--- src/rtl/bfm_ahbmaster_lite.sv ---
// rtl/bfm_ahbmaster_lite.sv - AHB-Lite single-transfer master BFM with command/response handshake
module bfm_ahbmaster_lite #(
  parameter int          AWIDTH    = 32,
  parameter logic [3:0]  HPROT_VAL = 4'b0011
) (
  input  logic              HCLK,
  input  logic              HRESET,
  input  logic              CMD_VALID,
  output logic              CMD_READY,
  input  logic              CMD_WRITE,
  input  logic [AWIDTH-1:0] CMD_ADDR,
  input  logic [1:0]        CMD_SIZE,
  input  logic [31:0]       CMD_WDATA,
  output logic              RSP_VALID,
  output logic [31:0]       RSP_RDATA,
  output logic              RSP_ERROR,
  output logic [AWIDTH-1:0] HADDR,
  output logic [1:0]        HTRANS,
  output logic              HWRITE,
  output logic [2:0]        HSIZE,
  output logic [2:0]        HBURST,
  output logic              HMASTLOCK,
  output logic [3:0]        HPROT,
  output logic [31:0]       HWDATA,
  input  logic [31:0]       HRDATA,
  input  logic              HREADY,
  input  logic              HRESP
);

  typedef enum logic [1:0] {IDLE, DATA, ERR2} state_t;

  state_t      state, state_nxt;
  logic        a_valid;
  logic [31:0] a_wdata;
  logic        a_bad;
  logic        d_write;
  logic        d_bad;
  logic        addr_done;
  logic        data_done;
  logic        data_err;
  logic        accept;

  assign HBURST    = 3'b000;
  assign HMASTLOCK = 1'b0;
  assign HPROT     = HPROT_VAL;
  assign accept    = CMD_VALID && CMD_READY;

  always_ff @(posedge HCLK) begin
    if (HRESET) state <= IDLE;
    else        state <= state_nxt;
  end

  // HREADY/HRESP only matter while we own a data phase; a pending address
  // phase is parked as IDLE during the second error cycle.
  always_comb begin
    state_nxt = state;
    addr_done = 1'b0;
    data_done = 1'b0;
    data_err  = 1'b0;
    HTRANS    = (a_valid && state != ERR2) ? 2'b10 : 2'b00;
    case (state)
      IDLE: begin
        addr_done = a_valid;
        if (a_valid) state_nxt = DATA;
      end
      DATA: begin
        if (HREADY) begin
          data_done = 1'b1;
          data_err  = HRESP;
          addr_done = a_valid && !HRESP;
          state_nxt = (a_valid && !HRESP) ? DATA : IDLE;
        end else if (HRESP) begin
          state_nxt = ERR2;
        end
      end
      ERR2: begin
        if (HREADY) begin
          data_done = 1'b1;
          data_err  = 1'b1;
          state_nxt = IDLE;
        end
      end
      default: state_nxt = IDLE;
    endcase
    CMD_READY = !HRESET && (!a_valid || addr_done);
  end

  always_ff @(posedge HCLK) begin
    if (HRESET) begin
      a_valid   <= 1'b0;
      HADDR     <= '0;
      HWRITE    <= 1'b0;
      HSIZE     <= 3'b000;
      a_wdata   <= 32'h0;
      a_bad     <= 1'b0;
      HWDATA    <= 32'h0;
      d_write   <= 1'b0;
      d_bad     <= 1'b0;
      RSP_VALID <= 1'b0;
      RSP_ERROR <= 1'b0;
      RSP_RDATA <= 32'h0;
    end else begin
      if (accept) begin
        a_valid <= 1'b1;
        HADDR   <= CMD_ADDR;
        HWRITE  <= CMD_WRITE;
        HSIZE   <= (CMD_SIZE == 2'd3) ? 3'b010 : {1'b0, CMD_SIZE};
        a_wdata <= CMD_WDATA;
        a_bad   <= (CMD_SIZE == 2'd3);
      end else if (addr_done) begin
        a_valid <= 1'b0;
      end
      if (addr_done) begin
        HWDATA  <= a_wdata;
        d_write <= HWRITE;
        d_bad   <= a_bad;
      end
      RSP_VALID <= data_done;
      RSP_ERROR <= data_done && (data_err || d_bad);
      RSP_RDATA <= (data_done && !d_write && !data_err) ? HRDATA : 32'h0;
    end
  end

endmodule
--- config.mk ---
export PLATFORM = sky130hd
export DESIGN_NAME = bfm_ahbmaster_lite
export DESIGN_NICKNAME = d
export VERILOG_FILES = /design/src/rtl/bfm_ahbmaster_lite.sv
export SDC_FILE = /design/constraint.sdc
export NUM_CORES = 1
export LEC_CHECK = 0
export BUFFER_PORTS_ARGS = -buffer_cell sky130_fd_sc_hd__buf_2
export CAP_MARGIN = 25
export CORE_MARGIN = 3
export CORE_UTILIZATION = 46
export CTS_CLUSTER_SIZE = 30
export DETAILED_ROUTE_END_ITERATION = 10
export PLACE_DENSITY = 0.82
export SLEW_MARGIN = 20
export SYNTH_ARGS = -nofsm -noshare
export SYNTH_HDL_FRONTEND = slang
export SYNTH_SLANG_ARGS = --single-unit
export TNS_END_PERCENT = 30
--- constraint.sdc ---
create_clock -name HCLK -period 2 [get_ports HCLK]
set_input_delay 0 -clock HCLK [delete_from_list [all_inputs] [get_ports HCLK]]
set_output_delay 0 -clock HCLK [all_outputs]
set_load 0.05 [all_outputs]
==> metrics, run 1 <==
status=finished, final reports clean; Synth warnings=0; critical register-to-register path endpoint=a_valid; H-tree depth=4; Setup crit end kind=primary output; Worst R2R Start=state[1]; pre-CTS setup slack=0.141 ns; Die Y=108 microns; via count=4913; clk_lat worst skew=0.50 ns; row cnt=36; WS Path Type=flop to primary output; crit path cell chain=inv_1 > ha_2 > and3b_2 > nor2_1 > a21oi_1 > buf_4; CTS Root Cell=clkbuf_8; gr usage total=25.6%; setup tns final=0 ns; Antenna Nets Post-Route=0; mapped cell area=4760 sq um; final non-filler cell total=1009; Sw Pwr=1910 uW; Die Wd=108 microns; R2R depth=7; clk sink count=139; CTS buffer count=17; slew at the pin closest to its max-slew limit=0.649 ns; critical path's largest stage delay=roughly 0.33 ns; Clock Pin Slew Worst Setup and Hold Paths=0.06 ns; drt first pass iters=4; final hold violation count=0; Area Growth Syn to Fin=57.9%; IO Count=217; Syn Inst Count=560; CTS tree=built; # setup viols final=0; Die Area=11600 sq um; routed length per instance=14.7 microns; Initial Util=about 48%; Final nets=970; PwrDens=971 nW/um^2; starting DRC count in detailed routing=around 250; Inst Count DP=about 870; IO buf count=about 210; register bit total from synthesis=139; fin crit share=95.0%; Sw Share=26.2%; worst ir drop on vdd=about 0.61 mV; synthesized area per cell=8.50 sq um; antenna violations before repair=0; Fill cells=650; Max Slew Vio Count=0; share of layout cells above drive strength 1=28.9%; Hold Startpoint=HRDATA[8]; global placement routability congestion=0.749; Reg power frac=40.8%; GR Overflow Total=0; Setup crit start kind=flop; slew margin rel.=56.7%; Placeable Area=9910 sq um; reg2reg setup slack=around 0.10 ns; crit-path max FO=5; worst hold endpoint=RSP_RDATA[8]; # diodes=0; Seq/Total Area, Yosys=58.5%; post-route setup slack=~0.10 ns; vias per inst=4.87; internal power=5390 uW; max cap viols=0; Comb pwr share=16.1%; post-layout min period=1.90 ns; vias in the first global route=5002; Hold Crit Depth=3; data required time of the worst path=2.00 ns; post-synth cell types=24; Routed Wire Length=14.9 mm; Longest Clk Path Bufs=2; clock power share=43.0%; HPWL Detailed=8.18 mm; CP arrival=1.90 ns; worst min path class=input pin to flop; first-pass GRT wire length=23.4 mm; LEAKAGE=0.00350 uW; Fmax=526 MHz; CP max-delay cell=dfxtp_1; RSZ-0062 raised after global routing=yes; Setup Skew=0.00916 ns; power consumption=7300 uW; largest net degree at the start of global routing=70; DRC=0
[cell usage after synthesis (all sizes together)]
master	count	share of area, %
nand2	206	16
o21ai	2	0.53
inv	5	0.39
buf	32	4.5
a21oi	106	11
clkbuf	15	1.2
a22oi	1	0.16
nand2b	3	0.39
and2	32	4.2
and3b	1	0.18
nand3	1	0.11
a211oi	1	0.16
ha	3	0.79
nor2	5	0.39
nand3b	1	0.16
nor4	1	0.13
o21a	3	0.50
o32ai	1	0.18
conb	2	0.16
dfxtp	139	58
[registers in the layout, indices dropped and copies added, names as in the netlist]
signal and count:
HADDR 32, HWDATA 32, RSP_RDATA 32, a_wdata 32, HSIZE 2, state 2, HWRITE 1, RSP_ERROR 1
RSP_VALID 1, a_bad 1, a_valid 1, d_bad 1, d_write 1
[final cells by class]
type	count	area [sq um]	share of cell area, %
Sequential cell	139	2780	37.0
Timing Repair Buffer	323	2220	29.5
Multi-Input combinational cell	377	1730	23.0
Clock buffer	25	494	6.57
Tap cell	133	166	2.21
Clock inverter	7	110	1.46
Inverter	5	18.8	0.250
[routing by layer]
metal,track usage (%),vias up,wire length [microns]
li1,-,2372,-
met1,27.5,2282,5660
met2,45.5,217,7770
met3,7.32,42,986
met4,13.0,0,461
met5,0,-,0
[critical path, delay by kind of cell, from the launching register on]
| family | cells | cell delay [ns] |
|---|---|---|
| AND/OR/NAND/NOR | 2 | 0.35 |
| adder cells (fa/ha/maj) | 1 | 0.21 |
| buffers and inverters | 2 | 0.32 |
| flip-flops | 1 | 0.33 |
| AO/OA/AOI/OAI | 1 | 0.19 |
[kinds of logic after synthesis]
family	Yosys count	synth area share, %
buf+inv	52	6.10
other cells	2	0.158
compound gates	114	12.7
simple gates	250	21.8
flops	139	58.5
fa+ha+maj	3	0.789
[placed cells by master, fill, tap and decap left out, drive strengths merged]
cell type | synthesis | final
a22oi | 1 | 1
nor4 | 1 | 1
nand2b | 3 | 3
clkinv | 0 | 4
bufinv | 0 | 3
dlygate4sd3 | 0 | 105
dfxtp | 139 | 139
o21ai | 2 | 2
a21oi | 106 | 106
and2 | 32 | 32
inv | 5 | 5
buf | 32 | 218
nand3b | 1 | 1
nand2 | 206 | 206
nand3 | 1 | 1
nor2 | 5 | 5
conb | 2 | 10
ha | 3 | 3
o21a | 3 | 3
clkbuf | 15 | 25
a211oi | 1 | 1
o32ai | 1 | 1
and3b | 1 | 1
[what timing repair did]
action,CTS,global route
hold endpoints to repair,107,0
gates resized for setup,1,4
pin swaps,0,2
buffers inserted,0,5
setup endpoints to repair,1,38
hold buffers,105,0
[metrics by stage]
step / cell area (sq um) / utilization [%] / hold WS (ns)
6_report: 7520 / 75.9 / 0.239
5_1_grt: 7520 / 75.9 / 0.226
4_1_cts: 7470 / 75.4 / 0.211
3_5_place_dp: 5810 / 58.7 / 0.202
3_3_place_gp: 5810 / 58.7 / 0.199
2_1_floorplan: 4790 / - / 0.117
[worst max path at each step]
stage / from / end
after CTS: state[1] / CMD_READY
after detailed placement: state[1] / HADDR[15]
after global placement: state[1] / HSIZE[1]
final: state[1] / CMD_READY
after floorplan: state[1] / HADDR[20]
after global routing: state[1] / CMD_READY
[power groups by stage]
stage | Combinational, uW | Clock (uW) | Sequential (uW)
final | 1180 | 3140 | 2980
after global routing | 1260 | 3320 | 2990
after floorplan | 407 | 0 | 3340
after CTS | 1140 | 3190 | 2980
after detailed placement | 975 | 0 | 3030
after global placement | 955 | 0 | 3030
Power figures use the tool's default switching activity.
==> inputs of run 2 (changes only) <==
Settings changed: CORE_UTILIZATION 46 to 42, PLACE_DENSITY 0.82 to 0.79.
Clock period 2 ns to 1.7 ns, I/O delays scaled along.
==> run 2 against run 1 <==
Compared with the run above: cell area up 1.4%; critical endpoint unchanged; global-route usage down 2.9 points; critical path depth unchanged; highest routed layer unchanged; hold slack worse by 0.21 ns; largest cell class unchanged; critical path type unchanged; sequential power up 17%.
==> metrics, run 2 (synthesized netlist as in run 1, its figures left out) <==
Initial Util=~44%; starting DRC count in detailed routing=340; most common cell after layout, fill and taps aside=nand2_1; R2R depth=8; Routed Wire Length=roughly 15 mm; Setup Skew=0.00783 ns; IO buf count=206; pre-CTS setup slack=-0.0170 ns; Max Slew Vio Count=0; Die Y=112 microns; vias per inst=4.68; Setup crit start kind=flop; CP arrival=1.62 ns; Fill cells=837; HPWL Detailed=7.96 mm; DRC=0; post-layout min period=1.62 ns; Final Core Density=69.7%; Placeable Area=10900 sq um; most frequent cells in the layout=206 x nand2_1, 204 x buf_2, 137 x dfxtp_1, 103 x a21oi_1, 102 x dlygate4sd3_1; row cnt=38; Die Wd=between 100 and 150 microns; worst min path class=input pin to flop; share of layout cells above drive strength 1=~30%; crit-path max FO=5; IO Count=between 200 and 250; Area Growth Syn to Fin=60.1%; Fmax=just over 600 MHz; global placement routability congestion=about 0.74; status=finished, final reports clean; first-pass GRT wire length=23.1 mm; setup tns final=0 ns; Hold Crit Depth=2; Largest delay share family, worst path=simple AND/OR/NAND/NOR gates; final hold violation count=0; LEAKAGE=0.00353 uW; clk sink count=139; post-route setup slack=0.0754 ns; CP max-delay cell=dfxtp_2; Worst path depth=6; Antenna Nets Post-Route=0; fin crit share=95.6%; # setup viols final=0; GR Overflow Total=0; PwrDens=~1100 nW/um^2; max cap viols=0; CP Buf/Inv Count=2; gr usage total=22.7%; Die Area=12600 sq um; drt first pass iters=4; Final nets=971; data required time of the worst path=between 1.5 and 2 ns; CTS Root Cell=clkbuf_16; Longest Clk Path Bufs=2; largest net degree at the start of global routing=69; Clock Pin Slew Worst Setup and Hold Paths=0.05 ns; antenna violations before repair=0; WS Path Type=flop to primary output; CTS tree=built; via count=4763; clk_lat worst skew=0.41 ns; crit path cell chain=inv_2 > ha_2 > and3b_2 > nor2_4 > a21oi_2 > buf_4; routed length per instance=14.3 microns; worst ir drop on vdd=0.712 mV; # diodes=0; critical path's largest stage delay=0.33 ns; CTS buffer count=17; vias in the first global route=4814; H-tree depth=4; Setup crit end kind=primary output
==> run 2: changes by cell type in the layout (fill, tap and decap cells not counted), moves of 2 or more <==
cell / before / now
dlygate4sd3_1: 105 / 102
buf_4: 10 / 8
dfxtp_2: 0 / 2
dfxtp_1: 139 / 137
buf_12: 3 / 6
clkbuf_16: 16 / 19
a21oi_1: 106 / 103
a21oi_2: 0 / 3
==> run 2: worst paths after layout <==
| kind | end | startpoint | slack, ns |
|---|---|---|---|
| max | CMD_READY | state[1] | 0.08 |
| min reg2reg | HWDATA[18] | a_wdata[18] | 0.44 |
| max reg2reg | HADDR[9] | state[1] | 0.09 |
| min | a_valid | HRESET | 0.03 |
==> run 2: area by class of cell <==
class,instances,area (sq um),share of cell area [%]
Clock buffer,26,509,6.68
Clock inverter,6,83.8,1.10
Inverter,5,18.8,0.246
Multi-Input combinational cell,377,1750,23.0
Sequential cell,139,2790,36.6
Tap cell,140,175,2.30
Timing Repair Buffer,324,2290,30.1
==> run 2: stage by stage <==
stage | hold WS, ns | area [sq um] | total power (uW) | cells
global route | 0.0520 | 7620 | 8960 | 1017
finish | 0.0296 | 7620 | 8590 | 1017
global placement | 0.198 | 5880 | 4730 | 877
floorplan | 0.117 | 4790 | 4410 | 568
detailed placement | 0.203 | 5880 | 4750 | 877
CTS | 0.0214 | 7500 | 8570 | 1011
==> run 2: power by group <==
part / total [uW] / internal [uW] / switching, uW
sequential: 3500 / 3430 / 76.9
combinational: 1440 / 534 / 908
clock: 3640 / 2350 / 1290
total: 8590 / 6310 / 2280
==> run 2: what timing repair did <==
| item | 4_1_cts | 5_1_grt |
|---|---|---|
| hold buffers | 102 | 0 |
| setup endpoints to repair | 6 | 49 |
| gates resized for setup | 3 | 10 |
| buffers inserted | 0 | 3 |
| pin swaps | 1 | 1 |
| gates cloned | 0 | 3 |
| hold endpoints to repair | 105 | 0 |
==> run 2: routing by layer <==
layer  share of wire, %  GRT usage, %
met5                  0             0
met4                2.9          9.38
met3                6.7          7.71
met2                 50          38.3
met1                 40          26.4
